[src/rtl/uart_tx_fifo_ctrl_if.sv]
// Purpose : bundles the producer write port, FIFO status and the transmitter
//           start/done handshake of uart_tx_fifo_ctrl into one connection.
// Latency : n/a (wires only).
// Backpr. : producer watches full/overflow; transmitter side paced by done tick.
// Ports   : i_wr/i_wr_data (push), o_full/o_empty/o_count/o_overflow (status),
//           o_tx_start/o_tx_data/i_tx_done_tick/o_busy (transmitter handshake).
interface uart_tx_fifo_ctrl_if #(
   parameter int DBIT   = 8,
   parameter int ADDR_W = 4
);
   // producer side
   logic              i_wr;
   logic [DBIT-1:0]   i_wr_data;
   logic              o_full;
   logic              o_empty;
   logic [ADDR_W:0]   o_count;
   logic              o_overflow;
   // transmitter side
   logic              o_tx_start;
   logic [DBIT-1:0]   o_tx_data;
   logic              i_tx_done_tick;
   logic              o_busy;

   // master: the environment (producer + transmitter) driving the block
   modport master (
      output i_wr, i_wr_data, i_tx_done_tick,
      input  o_full, o_empty, o_count, o_overflow,
      input  o_tx_start, o_tx_data, o_busy
   );

   // slave: the FIFO controller itself
   modport slave (
      input  i_wr, i_wr_data, i_tx_done_tick,
      output o_full, o_empty, o_count, o_overflow,
      output o_tx_start, o_tx_data, o_busy
   );
endinterface

[src/rtl/uart_tx_fifo_ctrl.sv]
// Purpose : queues producer bytes in a 2**ADDR_W FIFO and launches them one at a
//           time into the UART transmitter using its start / done-tick handshake.
// Latency : write into empty FIFO at edge N -> o_tx_start high after edge N+1.
// Backpr. : writes while full are dropped with a one-cycle o_overflow pulse;
//           no new start is issued until the transmitter's done tick is seen.
// Ports   : i_clock, i_reset (sync, active-high), bus (uart_tx_fifo_ctrl_if.slave).
module uart_tx_fifo_ctrl #(
   parameter int DBIT   = 8,
   parameter int ADDR_W = 4
) (
   input  logic                  i_clock,
   input  logic                  i_reset,
   uart_tx_fifo_ctrl_if.slave    bus
);

   localparam int DEPTH = 1 << ADDR_W;

   typedef enum logic {
      IDLE      = 1'b0,
      WAIT_DONE = 1'b1
   } state_t;

   // ------------------------------------------------------------------
   // storage and bookkeeping
   // ------------------------------------------------------------------
   logic [DBIT-1:0]   mem [DEPTH];
   logic [ADDR_W-1:0] wr_ptr;
   logic [ADDR_W-1:0] rd_ptr;
   logic [ADDR_W:0]   count;

   state_t            state;
   state_t            state_nxt;

   logic              full;
   logic              empty;
   logic              push;
   logic              pop;

   logic              tx_start;
   logic              tx_start_nxt;
   logic [DBIT-1:0]   tx_data;
   logic              busy;
   logic              busy_nxt;
   logic              overflow;

   // Full/empty are pure decodes of the registered count, so they describe
   // the occupancy at the start of the cycle. A launch in the same cycle
   // therefore cannot make room for a write that arrives while full.
   assign full  = (count == {1'b1, {ADDR_W{1'b0}}});
   assign empty = (count == '0);
   assign push  = bus.i_wr && !full;

   // ------------------------------------------------------------------
   // launch FSM: next-state / launch decision
   // ------------------------------------------------------------------
   always_comb begin
      state_nxt    = state;
      pop          = 1'b0;
      tx_start_nxt = 1'b0;
      busy_nxt     = busy;
      unique case (state)
         IDLE: begin
            // done ticks arriving here are stale and deliberately ignored
            if (!empty) begin
               pop          = 1'b1;
               tx_start_nxt = 1'b1;
               busy_nxt     = 1'b1;
               state_nxt    = WAIT_DONE;
            end
         end
         WAIT_DONE: begin
            if (bus.i_tx_done_tick) begin
               busy_nxt  = 1'b0;
               state_nxt = IDLE;
            end
         end
         default: begin
            state_nxt = IDLE;
            busy_nxt  = 1'b0;
         end
      endcase
   end

   always_ff @(posedge i_clock) begin
      if (i_reset) begin
         state <= IDLE;
      end else begin
         state <= state_nxt;
      end
   end

   // ------------------------------------------------------------------
   // FIFO memory: no reset, contents are only ever read after a write
   // ------------------------------------------------------------------
   always_ff @(posedge i_clock) begin
      if (push && !i_reset) begin
         mem[wr_ptr] <= bus.i_wr_data;
      end
   end

   // ------------------------------------------------------------------
   // pointers, occupancy and registered outputs
   // ------------------------------------------------------------------
   always_ff @(posedge i_clock) begin
      if (i_reset) begin
         wr_ptr   <= '0;
         rd_ptr   <= '0;
         count    <= '0;
         tx_start <= 1'b0;
         tx_data  <= '0;
         busy     <= 1'b0;
         overflow <= 1'b0;
      end else begin
         if (push) begin
            wr_ptr <= wr_ptr + ADDR_W'(1);
         end
         if (pop) begin
            rd_ptr  <= rd_ptr + ADDR_W'(1);
            // tx_data is only loaded on a launch, so it stays stable for the
            // whole frame and beyond, until the next launch
            tx_data <= mem[rd_ptr];
         end
         // coincident push and pop leave the occupancy untouched
         unique case ({push, pop})
            2'b10:   count <= count + (ADDR_W+1)'(1);
            2'b01:   count <= count - (ADDR_W+1)'(1);
            default: count <= count;
         endcase
         tx_start <= tx_start_nxt;
         busy     <= busy_nxt;
         overflow <= bus.i_wr && full;
      end
   end

   assign bus.o_full     = full;
   assign bus.o_empty    = empty;
   assign bus.o_count    = count;
   assign bus.o_overflow = overflow;
   assign bus.o_tx_start = tx_start;
   assign bus.o_tx_data  = tx_data;
   assign bus.o_busy     = busy;

   // ------------------------------------------------------------------
   // structural invariants
   // ------------------------------------------------------------------
   // occupancy can never exceed the physical depth
   a_count_range: assert property (@(posedge i_clock) disable iff (i_reset)
      count <= (ADDR_W+1)'(DEPTH));

   // a start pulse always coincides with a frame marked in flight
   a_start_busy: assert property (@(posedge i_clock) disable iff (i_reset)
      tx_start |-> busy);

   // busy mirrors the WAIT_DONE state exactly
   a_busy_state: assert property (@(posedge i_clock) disable iff (i_reset)
      busy == (state == WAIT_DONE));

endmodule

[src/flat_wrapper.sv]
// flat-port wrapper written by rule: the top's interface ports become plain ports
module uart_tx_fifo_ctrl_flat 
#(
   parameter int DBIT   = 8,
   parameter int ADDR_W = 4
)
  (i_clock, i_reset, bus_i_wr, bus_i_wr_data, bus_i_tx_done_tick, bus_o_full, bus_o_empty, bus_o_count, bus_o_overflow, bus_o_tx_start, bus_o_tx_data, bus_o_busy);
  uart_tx_fifo_ctrl_if #(.DBIT(DBIT), .ADDR_W(ADDR_W)) bus_i ();
  input  logic i_clock;
  input  logic i_reset;
  input wire logic [$bits(bus_i.i_wr)-1:0] bus_i_wr;
  input wire logic [$bits(bus_i.i_wr_data)-1:0] bus_i_wr_data;
  input wire logic [$bits(bus_i.i_tx_done_tick)-1:0] bus_i_tx_done_tick;
  output wire logic [$bits(bus_i.o_full)-1:0] bus_o_full;
  output wire logic [$bits(bus_i.o_empty)-1:0] bus_o_empty;
  output wire logic [$bits(bus_i.o_count)-1:0] bus_o_count;
  output wire logic [$bits(bus_i.o_overflow)-1:0] bus_o_overflow;
  output wire logic [$bits(bus_i.o_tx_start)-1:0] bus_o_tx_start;
  output wire logic [$bits(bus_i.o_tx_data)-1:0] bus_o_tx_data;
  output wire logic [$bits(bus_i.o_busy)-1:0] bus_o_busy;
  assign bus_i.i_wr = bus_i_wr;
  assign bus_i.i_wr_data = bus_i_wr_data;
  assign bus_i.i_tx_done_tick = bus_i_tx_done_tick;
  assign bus_o_full = bus_i.o_full;
  assign bus_o_empty = bus_i.o_empty;
  assign bus_o_count = bus_i.o_count;
  assign bus_o_overflow = bus_i.o_overflow;
  assign bus_o_tx_start = bus_i.o_tx_start;
  assign bus_o_tx_data = bus_i.o_tx_data;
  assign bus_o_busy = bus_i.o_busy;
  uart_tx_fifo_ctrl #(.DBIT(DBIT), .ADDR_W(ADDR_W)) u_core (.i_clock(i_clock), .i_reset(i_reset), .bus(bus_i));
endmodule
[config.mk]
export PLATFORM = sky130hd
export DESIGN_NAME = uart_tx_fifo_ctrl_flat
export DESIGN_NICKNAME = d
export VERILOG_FILES = /design/src/rtl/uart_tx_fifo_ctrl_if.sv /design/src/rtl/uart_tx_fifo_ctrl.sv /design/src/flat_wrapper.sv
export SDC_FILE = /design/constraint.sdc
export NUM_CORES = 1
export LEC_CHECK = 0
export BUFFER_PORTS_ARGS = -buffer_cell sky130_fd_sc_hd__buf_2
export CAP_MARGIN = 0
export CORE_ASPECT_RATIO = 0.8
export CORE_UTILIZATION = 56
export CTS_CLUSTER_SIZE = 24
export DETAILED_ROUTE_END_ITERATION = 10
export GPL_TIMING_DRIVEN = 0
export MAX_ROUTING_LAYER = met4
export PLACE_DENSITY_LB_ADDON = 0.2
export SLEW_MARGIN = 20
export SYNTH_ARGS = -nofsm -noshare
export SYNTH_HDL_FRONTEND = slang
export SYNTH_SLANG_ARGS = --single-unit
[constraint.sdc]
create_clock -name i_clock -period 3.56 [get_ports i_clock]
set_input_delay 0.356 -clock i_clock [delete_from_list [all_inputs] [get_ports i_clock]]
set_output_delay 0.356 -clock i_clock [all_outputs]
set_load 0.005 [all_outputs]
==> impl_metrics.tcl <==
set metrics [dict create \
    cts_root_buf "clkbuf_16" \
    tns_ns 0 \
    cap_violations 0 \
    yosys_warnings 0 \
    stdcell_area_um2 7120 \
    synth-async-reset-ratio_pct 0 \
    finalPower_uw 5080 \
    drive_above_1_share_pct 28.4 \
    drt_wl_total_um 11900 \
    ir_worst_vdd_mv 0.568 \
    dieArea_um2 11400 \
    synthCells 348 \
    slew_viol_final 0 \
    syn_to_final_growth_pct 15.5 \
    detailed_place_hpwl_um 7500 \
    die_h_um 95.8 \
    numCtsBuffers 17 \
    p_clk_share_pct 36.4 \
    finalSetupViolations 0 \
    vias 3294 \
    cp-start-kind "flip-flop" \
    hold_path_end "u_core.state" \
    ff2ff_setup_slack_ns 0.41 \
    worstSetupPathType "reg -> reg" \
    p_int_uw 3730 \
    hp-start "bus_i_tx_done_tick" \
    routabilityCongestion 0.765 \
    synth-seq-cells 153 \
    drtIter0Drc 276 \
    hold_path.class "in -> reg" \
    swShare_pct 26.5 \
    status "finished, final reports clean" \
    fin_nets 416 \
    power_density_nw_per_um2 713 \
    synth-main-ff-cell "edfxtp_1" \
    initial_core_util_pct 58.7 \
    dpl_cell_area_um2 6500 \
    synth_area_um2 6160 \
    yosysSeqAreaShare_pct 70.5 \
    syn-num-nets 368 \
    grt_remaining_overflow 0 \
    timing_hold_violations_final 0 \
    h-tree-depth 4 \
    timing.final.crit_share_pct 88.5 \
    power_frac_comb_pct 21.5 \
    cts_max_path_buffers 2 \
    io_pins 30 \
    wl_per_cell_um 21.7 \
    slew_headroom_pct 32.0 \
    numPortBuffers 28 \
    synth_cell_type_count 40 \
    wl_met2_um 5830 \
    ff2ff_path_depth 14 \
    timing.hold.ws_ns 0.234 \
    vias_per_cell 5.99 \
    first_pass_iters 4 \
    cts_tree "built" \
    post_cts_buffers 0 \
    skew_ns 0.0121 \
    period_minus_slack_ns 3.15 \
    clk_pin_slew_ns 0.06 \
    p_sw_uw 1340 \
    pwr-share-seq_pct 42.0 \
    cp_max_fo 8 \
    wl_met1_um 5060 \
    postRouteAntennaNets 0 \
    leakage_uw 0.00239 \
    core_area_um2 10500 \
    numClockSinks 153 \
    ctsHoldBuffers 0 \
    cp-end-kind "flip-flop" \
    critPathRequiredTime_ns 3.92 \
    whs_path_depth 3 \
    grt_max_degree 17 \
    drc 0 \
    worstMarginPinSlew_ns 1.02 \
    grt_usage_pct 24.0 \
    met3_length_um 890 \
    rsz0062_at_grt "no" \
    grt_pass1_wl_um 18200 \
    regToRegEndpoint "u_core.bus.o_count[4]" \
    arrival_ns 3.51 \
    r2r_start "u_core.bus.o_count[1]" \
    highest_layer "met4" \
    max_freq_ghz 0.317 \
    synth_edf_count 128 \
    cts_resized 0 \
    antenna_found_initial 1 \
    grt_pass1_vias 3175 \
    die_x_um 119 \
    clk_latency_ns 0.43 \
    postSynthAreaPerCell_um2 17.7 \
    rows 33 \
]
## logic make-up after synthesis
family                   count (synthesis)  share of synthesized area, %
XOR/XNOR                                 9                          1.28
AO/OA/AOI/OAI                           24                          3.74
multiplexers                            49                          14.5
buffers and inverters                   29                          2.34
adder cells (fa/ha/maj)                  8                          1.62
AND/OR/NAND/NOR                         76                          6.05
flip-flops                             153                          70.5
## cell usage in the layout, fill, tap and decap left out, drive strengths merged, types with 2 or more instances in the layout
| cell | synthesis | final |
|---|---|---|
| bufinv | 0 | 4 |
| mux2i | 17 | 17 |
| nand2 | 14 | 14 |
| inv | 8 | 9 |
| o21ai | 3 | 3 |
| edfxtp | 128 | 128 |
| and3 | 2 | 2 |
| o221ai | 8 | 8 |
| dfxtp | 25 | 25 |
| xnor2 | 3 | 3 |
| nand4 | 3 | 3 |
| nand3 | 12 | 12 |
| mux4 | 32 | 32 |
| clkbuf | 10 | 29 |
| nor4 | 2 | 2 |
| ha | 8 | 8 |
| clkinv | 0 | 7 |
| a21oi | 5 | 5 |
| or3 | 2 | 2 |
| a31oi | 2 | 2 |
| xor2 | 6 | 6 |
| buf | 11 | 40 |
| nor2 | 28 | 28 |
| nand2b | 3 | 3 |
| nor3 | 5 | 5 |
| or4 | 2 | 2 |
## cell usage after synthesis (all sizes together) (5+ instances only)
master | number | share of area [%]
edfxtp | 128 | 62
mux4 | 32 | 12
nor2 | 28 | 1.8
dfxtp | 25 | 8.1
mux2i | 17 | 2.8
nand2 | 14 | 0.85
nand3 | 12 | 1.1
buf | 11 | 1.2
clkbuf | 10 | 0.61
ha | 8 | 1.6
inv | 8 | 0.53
o221ai | 8 | 1.9
xor2 | 6 | 0.85
a21oi | 5 | 0.41
nor3 | 5 | 0.41
## per-layer routing
layer	global-route usage (%)	vias up
li1	-	1474
met4	7.81	0
met3	7.41	17
met5	-	-
met1	30.2	1663
met2	37.6	140
## power by group through the flow
stage / logic [uW] / registers, uW / clock network, uW
after detailed placement: 1090 / 2170 / 0
after floorplan: 794 / 2160 / 0
final: 1090 / 2130 / 1850
after global routing: 1190 / 2150 / 1950
after global placement: 1070 / 2170 / 0
after CTS: 1100 / 2140 / 1870
## registers in the layout (all words and copies together) (netlist names)
name / count
u_core.mem: 128
u_core.bus.o_tx_data: 8
u_core.bus.o_count: 5
u_core.rd_ptr: 4
u_core.wr_ptr: 4
u_core.bus.o_busy: 1
u_core.bus.o_overflow: 1
u_core.bus.o_tx_start: 1
u_core.state: 1
## area by class of cell
class                   count  area (um2)
diodes                      1        2.50
plain buffers              21         111
clock buffers              19         433
clock inverters            13         176
fillers                   716        3370
inverters                   8        32.5
multi-input cells         166        1690
flip-flops and latches    153        4340
well taps                 140         175
repair buffers             29         148
## worst max-delay path, cell delays in order (launching register included)
cell	delay (ns)
dfxtp_1	0.32
buf_6	0.13
or4_4	0.54
nor2_4	0.10
or2_4	0.15
inv_4	0.06
ha_1	0.21
clkbuf_1	0.19
xor2_1	0.18
ha_1	0.22
inv_1	0.08
o32ai_1	0.08
a211o_1	0.33
or4_1	0.40
nand4_1	0.10
## worst max path at each step
| stage | from | endpoint | cells past startpoint |
|---|---|---|---|
| after CTS | u_core.bus.o_count[1] | u_core.bus.o_count[4] | 14 |
| after detailed placement | u_core.bus.o_count[1] | u_core.bus.o_count[4] | 14 |
| after global routing | u_core.bus.o_count[0] | u_core.bus.o_count[4] | 13 |
| after global placement | u_core.bus.o_count[1] | u_core.bus.o_count[4] | 14 |
| after floorplan | u_core.bus.o_count[1] | u_core.bus.o_count[4] | 14 |
| final | u_core.bus.o_count[1] | u_core.bus.o_count[4] | 14 |
## metrics by stage
stage | util (%) | cells | setup WS, ns
global route | 67.8 | 550 | 0.300
global placement | 61.8 | 516 | 0.529
floorplan | - | 348 | 0.635
finish | 67.8 | 550 | 0.409
CTS | 67.8 | 549 | 0.452
detailed placement | 62.0 | 517 | 0.473
Note: power is estimated with default switching activity, not from simulation.
